===== config.mk =====
export PLATFORM = sky130hd
export DESIGN_NAME = fxy_scan_ctrl
export DESIGN_NICKNAME = d
export VERILOG_FILES = /design/src/rtl/fxy_scan_ctrl.sv
export SDC_FILE = /design/constraint.sdc
export NUM_CORES = 1
export LEC_CHECK = 0
export CORE_AREA = 2 2 55 77
export DETAILED_ROUTE_END_ITERATION = 8
export DIE_AREA = 0 0 57 79
export HOLD_SLACK_MARGIN = 0.1
export SYNTH_ARGS = -nofsm -noshare
export SYNTH_HDL_FRONTEND = slang
export SYNTH_SLANG_ARGS = --single-unit

===== constraint.sdc =====
create_clock -name clk -period 1.7 [get_ports clk]
set_input_delay 0.34 -clock clk [delete_from_list [all_inputs] [get_ports clk]]
set_output_delay 0.34 -clock clk [all_outputs]
set_load 0.02 [all_outputs]

===== src/rtl/fxy_scan_ctrl.sv =====
// Scan sequencer for a two-output combinational function block: walks every
// input vector, captures s1/s2 truth tables and reports whether they agree.
module fxy_scan_ctrl #(
  parameter int unsigned N_IN   = 2,
  parameter int unsigned SETTLE = 1
) (
  input  logic              clk,
  input  logic              rst_n,
  input  logic              start,
  output logic [N_IN-1:0]   x_out,
  input  logic              s1_in,
  input  logic              s2_in,
  output logic              busy,
  output logic              done,
  output logic              equal,
  output logic [N_IN:0]     mismatch_cnt,
  output logic [N_IN-1:0]   first_bad,
  output logic [(1<<N_IN)-1:0] tt1,
  output logic [(1<<N_IN)-1:0] tt2
);

  localparam int unsigned NVEC  = 1 << N_IN;
  localparam int unsigned IDX_W = N_IN;
  localparam int unsigned CNT_W = N_IN + 1;
  localparam int unsigned SET_W = 4;

  typedef enum logic [1:0] {
    S_IDLE   = 2'd0,
    S_DRIVE  = 2'd1,
    S_SAMPLE = 2'd2,
    S_DONE   = 2'd3
  } state_e;

  state_e             state_q, state_d;
  logic [IDX_W-1:0]   idx_q, idx_d;
  logic [SET_W-1:0]   set_q, set_d;
  logic [IDX_W-1:0]   x_out_q, x_out_d;
  logic               busy_q, busy_d;
  logic               done_q, done_d;
  logic               equal_q, equal_d;
  logic [CNT_W-1:0]   cnt_q, cnt_d;
  logic [IDX_W-1:0]   first_bad_q, first_bad_d;
  logic [NVEC-1:0]    tt1_q, tt1_d;
  logic [NVEC-1:0]    tt2_q, tt2_d;

  // State and result registers
  always_ff @(posedge clk or negedge rst_n) begin
    if (!rst_n) begin
      state_q     <= S_IDLE;
      idx_q       <= '0;
      set_q       <= '0;
      x_out_q     <= '0;
      busy_q      <= 1'b0;
      done_q      <= 1'b0;
      equal_q     <= 1'b0;
      cnt_q       <= '0;
      first_bad_q <= '0;
      tt1_q       <= '0;
      tt2_q       <= '0;
    end else begin
      state_q     <= state_d;
      idx_q       <= idx_d;
      set_q       <= set_d;
      x_out_q     <= x_out_d;
      busy_q      <= busy_d;
      done_q      <= done_d;
      equal_q     <= equal_d;
      cnt_q       <= cnt_d;
      first_bad_q <= first_bad_d;
      tt1_q       <= tt1_d;
      tt2_q       <= tt2_d;
    end
  end

  // Next-state logic; output flops are loaded with the value for the next
  // state so they line up with the state they describe.
  always_comb begin
    state_d     = state_q;
    idx_d       = idx_q;
    set_d       = set_q;
    equal_d     = equal_q;
    cnt_d       = cnt_q;
    first_bad_d = first_bad_q;
    tt1_d       = tt1_q;
    tt2_d       = tt2_q;

    unique case (state_q)
      S_IDLE: begin
        if (start) begin
          state_d     = S_DRIVE;
          idx_d       = '0;
          set_d       = '0;
          equal_d     = 1'b0;
          cnt_d       = '0;
          first_bad_d = '0;
          tt1_d       = '0;
          tt2_d       = '0;
        end
      end
      S_DRIVE: begin
        if (set_q == SET_W'(SETTLE - 1)) begin
          state_d = S_SAMPLE;
          set_d   = '0;
        end else begin
          set_d = set_q + SET_W'(1);
        end
      end
      S_SAMPLE: begin
        tt1_d[idx_q] = s1_in;
        tt2_d[idx_q] = s2_in;
        if (s1_in != s2_in) begin
          cnt_d = cnt_q + CNT_W'(1);
          if (cnt_q == '0) first_bad_d = idx_q;
        end
        if (idx_q == IDX_W'(NVEC - 1)) begin
          state_d = S_DONE;
          equal_d = (cnt_d == '0);
        end else begin
          state_d = S_DRIVE;
          idx_d   = idx_q + IDX_W'(1);
        end
      end
      S_DONE: begin
        state_d = S_IDLE;
      end
      default: begin
        state_d = S_IDLE;
      end
    endcase

    busy_d  = (state_d == S_DRIVE) || (state_d == S_SAMPLE);
    done_d  = (state_d == S_DONE);
    x_out_d = busy_d ? idx_d : '0;
  end

  assign x_out        = x_out_q;
  assign busy         = busy_q;
  assign done         = done_q;
  assign equal        = equal_q;
  assign mismatch_cnt = cnt_q;
  assign first_bad    = first_bad_q;
  assign tt1          = tt1_q;
  assign tt2          = tt2_q;

endmodule

; ---- Yosys cells after proc, flatten, opt, wreduce, memory -nomap -nowiden
; Index checks and enable logic that the tools add are counted.
[word_totals]
regBits = 26
elab_cells = 68
out_inout_bits = 18
[op_classes]
eq_ne = 12
n_reduce_logical = 12
add_sub_neg = 3
magnitude_cmp = 2
muxes = 28
[op_table]
columns = cell, count
row1 = one-hot mux 4 bit (2 select lines), 3
row2 = two-way mux 2 bit, 9
row3 = "== test 2 bit, second input constant", 5
row4 = two-way mux 3 bit, 3
row5 = bitwise mux 4 bit, 2
row6 = two-way mux 4 bit, 2
row7 = "inequality test 2 bit, second input constant", 4
row8 = one-hot mux 2 bit (2 select lines), 2
row9 = one-hot mux 2 bit (4 select lines), 1
row10 = zero test 3 bit, 2
row11 = one-hot mux 3 bit (2 select lines), 1
row12 = "adder 4 x 1 -> 4 bit, second input constant", 1
row13 = "== test 2 x 1 -> 1 bit, second input constant", 2
row14 = zero test 4 bit, 1
row15 = AND reduction 2 bit, 2
row16 = AND reduction 4 bit, 1
row17 = nonzero test 2 bit, 2
row18 = "adder 3 x 1 -> 3 bit, second input constant", 1
row19 = "less-than comparator 2 x 3 -> 1 bit, second input constant", 1
row20 = two-way mux 1 bit, 3
row21 = AND reduction 3 bit, 1
row22 = "adder 2 x 1 -> 2 bit, second input constant", 1
row23 = demux 1 bit (select 2 bit), 1
row24 = "greater-or-equal comparator 2 x 1 -> 1 bit, second input constant", 1
row25 = other kinds (5), 5

; ---- Logic depth before layout (Yosys ltp)
[logic_depth]
word_depth = 6
mapped_depth = 7
depth_no_buf = 7

; ---- Least setup slack after synthesis
; Ideal clock, no wire load.
[synth_timing]
kind = reg2reg
from = register set_q[0]
to = register x_out_q[0], in the netlist x_out[0]
setup_time_ps = 119
path_slack_ps = 30
arrival_ps = 1551
path_stages_with_launch = 8
t_required_ps = 1581
path_cell_list = dfrtp_1 inv_1 ha_1 or3b_1 nand2_1 nand2_1 ha_1 and2_1
[synth_via]
elab_chain_len = 6
word_cells_on_any_way = 7
classes_between = 2 x eq/ne / 3 x mux / 2 x reduce/logical
[synth_rtl]
columns = element, line
row1 = from (decl), 36  ; logic [SET_W-1:0] set_q, set_d;
row2 = from (signal assigned), 63  ; set_q <= set_d;
row3 = zero test 4 bit (*), 101  ; if (set_q == SET_W'(SETTLE - 1)) begin
row4 = two-way mux 2 bit (*), 101
row5 = one-hot mux 2 bit (4 select lines) (*), 87  ; unique case (state_q)
row6 = named net state_d[0], 34  ; state_e state_q, state_d;
row7 = == test 2 x 1 -> 1 bit or == test 2 bit (tied branches), 131  ; busy_d = (state_d == S_DRIVE) || (state_d == S_SAMPLE);
row8 = logical OR 1 bit (*), 131
row9 = named net busy_d, 38  ; logic busy_q, busy_d;
row10 = two-way mux 2 bit (*), 133  ; x_out_d = busy_d ? idx_d : '0;
row11 = named net x_out_d[0], 37  ; logic [IDX_W-1:0] x_out_q, x_out_d;
row12 = to (signal assigned), 64  ; x_out_q <= x_out_d;
row13 = to (decl), 37
; Mark *: on every way through the listed nets, which the timed path passes. The rest lies on a longest branch.
; A chain may end at the register's enable or synchronous reset.

; ---- Worst setup path after layout
[layout_timing]
from = register cnt_q[1], in the netlist mismatch_cnt[1]
to = output mismatch_cnt[1]
[layout_rtl]
columns = element, line
row1 = from (decl), 41  ; logic [CNT_W-1:0] cnt_q, cnt_d;
row2 = from (signal assigned), 68  ; cnt_q <= cnt_d;
row3 = to (decl), 16  ; output logic [N_IN:0] mismatch_cnt,
; No word-level cell between the ends.

==> key figures <==
Power and ir drop
  – Tot Pwr: 2.77 mW
  – Cell leakage power: 0.829 nW
  – PwrDens: 1600 mW/mm^2
  – Peak supply drop: 0.821 mV

Finish
  – Fin area: 0.00173 mm^2
  – Area grow syn2layout: 34.4%
  – N_diodes: 0
  – Nets: 159
  – Area of the multi-input gates: 631 um^2
  – Share of cells above drive strength 1: 22.4%
  – Fin cells: 190
  – Fillers: 384
  – Seq. cell area: 651 um^2

Setup path
  – Required time worst endpoint: 1.36 ns
  – Max FO, Critical Path: 5
  – Startpoint class of the critical path: flip-flop
  – Critical path class: flip-flop to output pin
  – Crit-path slowest cell: clkdlybuf4s50_1
  – Cells along the critical path: clkdlybuf4s50_1
  – Data arrival time of the worst path: 1.31 ns
  – CP max stage delay: 0.63 ns
  – Crit-path leading delay family: buffers and inverters
  – CP Capture Type: output pin
  – Buf/Inv on CP: 1

Yosys
  – Synthesized area: 0.00129 mm^2
  – Top cell type's share of synthesized area: 50.6%
  – Post-synth top area cell: dfrtp_1
  – Post-synth cell types: 30
  – Avg Inst Size Synth: 11.6 um^2
  – Gate Count Post-Synth: 111
  – Synth Net Count: 121
  – Synth Register Bits: 26
  – Area contributors post-synth: dfrtp_1 (51%), a22o_1 (11%), ha_1 (4.9%)
  – Sequential area share after synthesis: 50.6%
  – Synthesis warning total: 0

Flow run
  – Max Cap Viol: 0

GRT
  – Total grt overflow: 0
  – Number of global-route vias before repair: 1,039
  – Largest net degree at the start of global routing: 27
  – Initial antenna violation count: 0
  – Total track usage: 13.2%
  – First-pass GRT wire length: 4.72 mm

STA
  – Fin crit period: 1.65 ns
  – Final period util: 97.3%
  – Slew margin rel.: 78.3%
  – Final-report hold violation count: 0
  – Hold Slack: 0.432 ns
  – Fin. max-slew vios: 0
  – # setup viols final: 0
  – Least-Margin Pin Slew: 0.326 ns
  – Fmax: 605 MHz
  – Setup Skew: 0.00117 ns

Clock tree
  – Clock latency reported for the late side of the worst-skew pair: 0.26 ns
  – Clk buf depth: 2
  – Cts bufs inserted: 3
  – Clock Sink Count: 26
  – CTS Hold Bufs: 0
  – Clock slew at reported path FFs: 0.09 ns
  – H-tree level count: 1
  – CTS tree: done
  – Root buffer cell: clkbuf_8

Placed design
  – Placed inst area: 0.00164 mm^2
  – PortBufs: 22
  – DP Wirelength: 2.02 mm
  – RD Place Congestion: 0.776
  – Dpl cells: 185

Route
  – DRC viols: 0
  – Routed vias: 983
  – Routed WL: 2.74 mm
  – Post-route antenna net violation count: 0
  – DRT Pass-1 Iters: 4
  – Routed WL per cell: 14.4 um
  – DRT iter0 DRCs: 17
  – Vias per cell: 5.17

Die
  – Die width: 57 um
  – # rows: 27
  – Die height: 79 um
  – Core Region: 0.00385 mm^2
  – Die footprint: 0.00450 mm^2
  – Boundary Pins: 23
  – Starting Density: 33.4%

Worst hold path
  – Hold WC Path Type: primary input to asynchronous set/reset pin

Run status
  – Status: completed
final timing paths:
kind                                 startpoint         endpoint  slack (ns)  cells after the start
worst max-delay path            mismatch_cnt[1]  mismatch_cnt[1]        0.05                      1
worst min-delay path                      rst_n           tt1[0]        0.43                      2
worst max register to register         set_q[0]         x_out[1]        0.08                      7
worst min register to register            equal            equal        0.50                      1
max in group asynchronous                 rst_n            equal        1.02                      2
min in group clk                          equal            equal        0.50                      1
kinds of logic after synthesis:
logic type	count (synthesis)	share of synthesized area, %
and+or+nand+nor	32	14.2
AOI/OAI and AO/OA	27	16.4
DFF	26	50.6
muxes	10	9.05
buffers and inverters	9	2.92
adders and majority gates	5	4.86
xor gates and xnor gates	2	1.95
flip-flops by register name, indices dropped and copies added, names as in the netlist:
register      count
busy              1
done              1
equal             1
first_bad         2
idx_q             2
mismatch_cnt      3
set_q             4
state_q           2
tt1               4
tt2               4
x_out             2
power breakdown:
part	internal [mW]	switching [mW]	total [mW]	leakage, nW
combinational	0.726	0.708	1.43	0.460
clock	0.159	0.189	0.348	0.0216
sequential	0.813	0.173	0.986	0.348
total	1.70	1.07	2.77	0.829
metrics by stage:
step,setup TNS (ns),worst slack (ns),utilization (%)
2_1_floorplan,0,0.0303,-
3_3_place_gp,-0.904,-0.211,42.6
3_5_place_dp,-1.10,-0.229,42.6
4_1_cts,0,0.00819,44.0
5_1_grt,-0.0150,-0.0100,44.9
6_report,0,0.0459,44.9
synthesized netlist by cell type (all sizes together):
cell type / count
o21ai: 6
o31ai: 1
or3b: 1
a22o: 16
xnor2: 1
or3: 1
dfrtp: 26
xor2: 1
mux2: 10
nand2: 6
o21bai: 2
buf: 3
clkbuf: 1
inv: 5
and3: 1
ha: 5
and2: 2
nor2: 5
nor3b: 1
nor2b: 7
nor3: 1
nand3: 5
a32o: 1
nand2b: 1
and2b: 1
a31o: 1
placed cells by master (no fill, tap or decap):
master / instances
a22o_1: 16
and3_1: 1
ha_2: 1
o21ai_1: 4
or3b_4: 1
xor2_1: 1
or3_1: 1
dfrtp_1: 26
mux2_4: 1
clkbuf_8: 3
ha_1: 3
dlygate4sd2_1: 1
mux2_2: 5
o31ai_1: 1
a31o_1: 1
nor2_1: 5
xnor2_2: 1
buf_4: 15
inv_1: 4
o21ai_0: 2
nor2b_1: 7
clkdlybuf4s50_1: 20
nand2b_4: 1
ha_4: 1
mux2_1: 4
nor3b_2: 1
and2_1: 2
nand3_1: 5
nand2_1: 4
o21bai_1: 2
a32o_1: 1
nor3_1: 1
dlymetal6s2s_1: 1
and2b_1: 1
inv_2: 1
nand2_4: 2
per-layer routing:
metal / global-route usage [%] / vias to the layer above / part of all wire (%)
li1: - / 471 / -
met1: 16.8 / 494 / 43
met2: 22.1 / 14 / 53
met3: 2.44 / 4 / 2.6
met4: 5.35 / 0 / 1.6
met5: 0 / - / 0
area by class of cell:
type / count / share of cell area [%]
timing repair buffer: 37 / 19.3
tap: 43 / 3.11
clock buffer: 3 / 2.39
sequential: 26 / 37.6
inverter: 5 / 1.09
multi-input combinational: 76 / 36.5
what timing repair did:
action,4_1_cts,5_1_grt
setup buffers,0,2
pin swaps,1,4
setup endpoints to repair,3,4
resized for setup,3,6
gates cloned,0,0
Note: power is estimated with default switching activity, not from simulation.
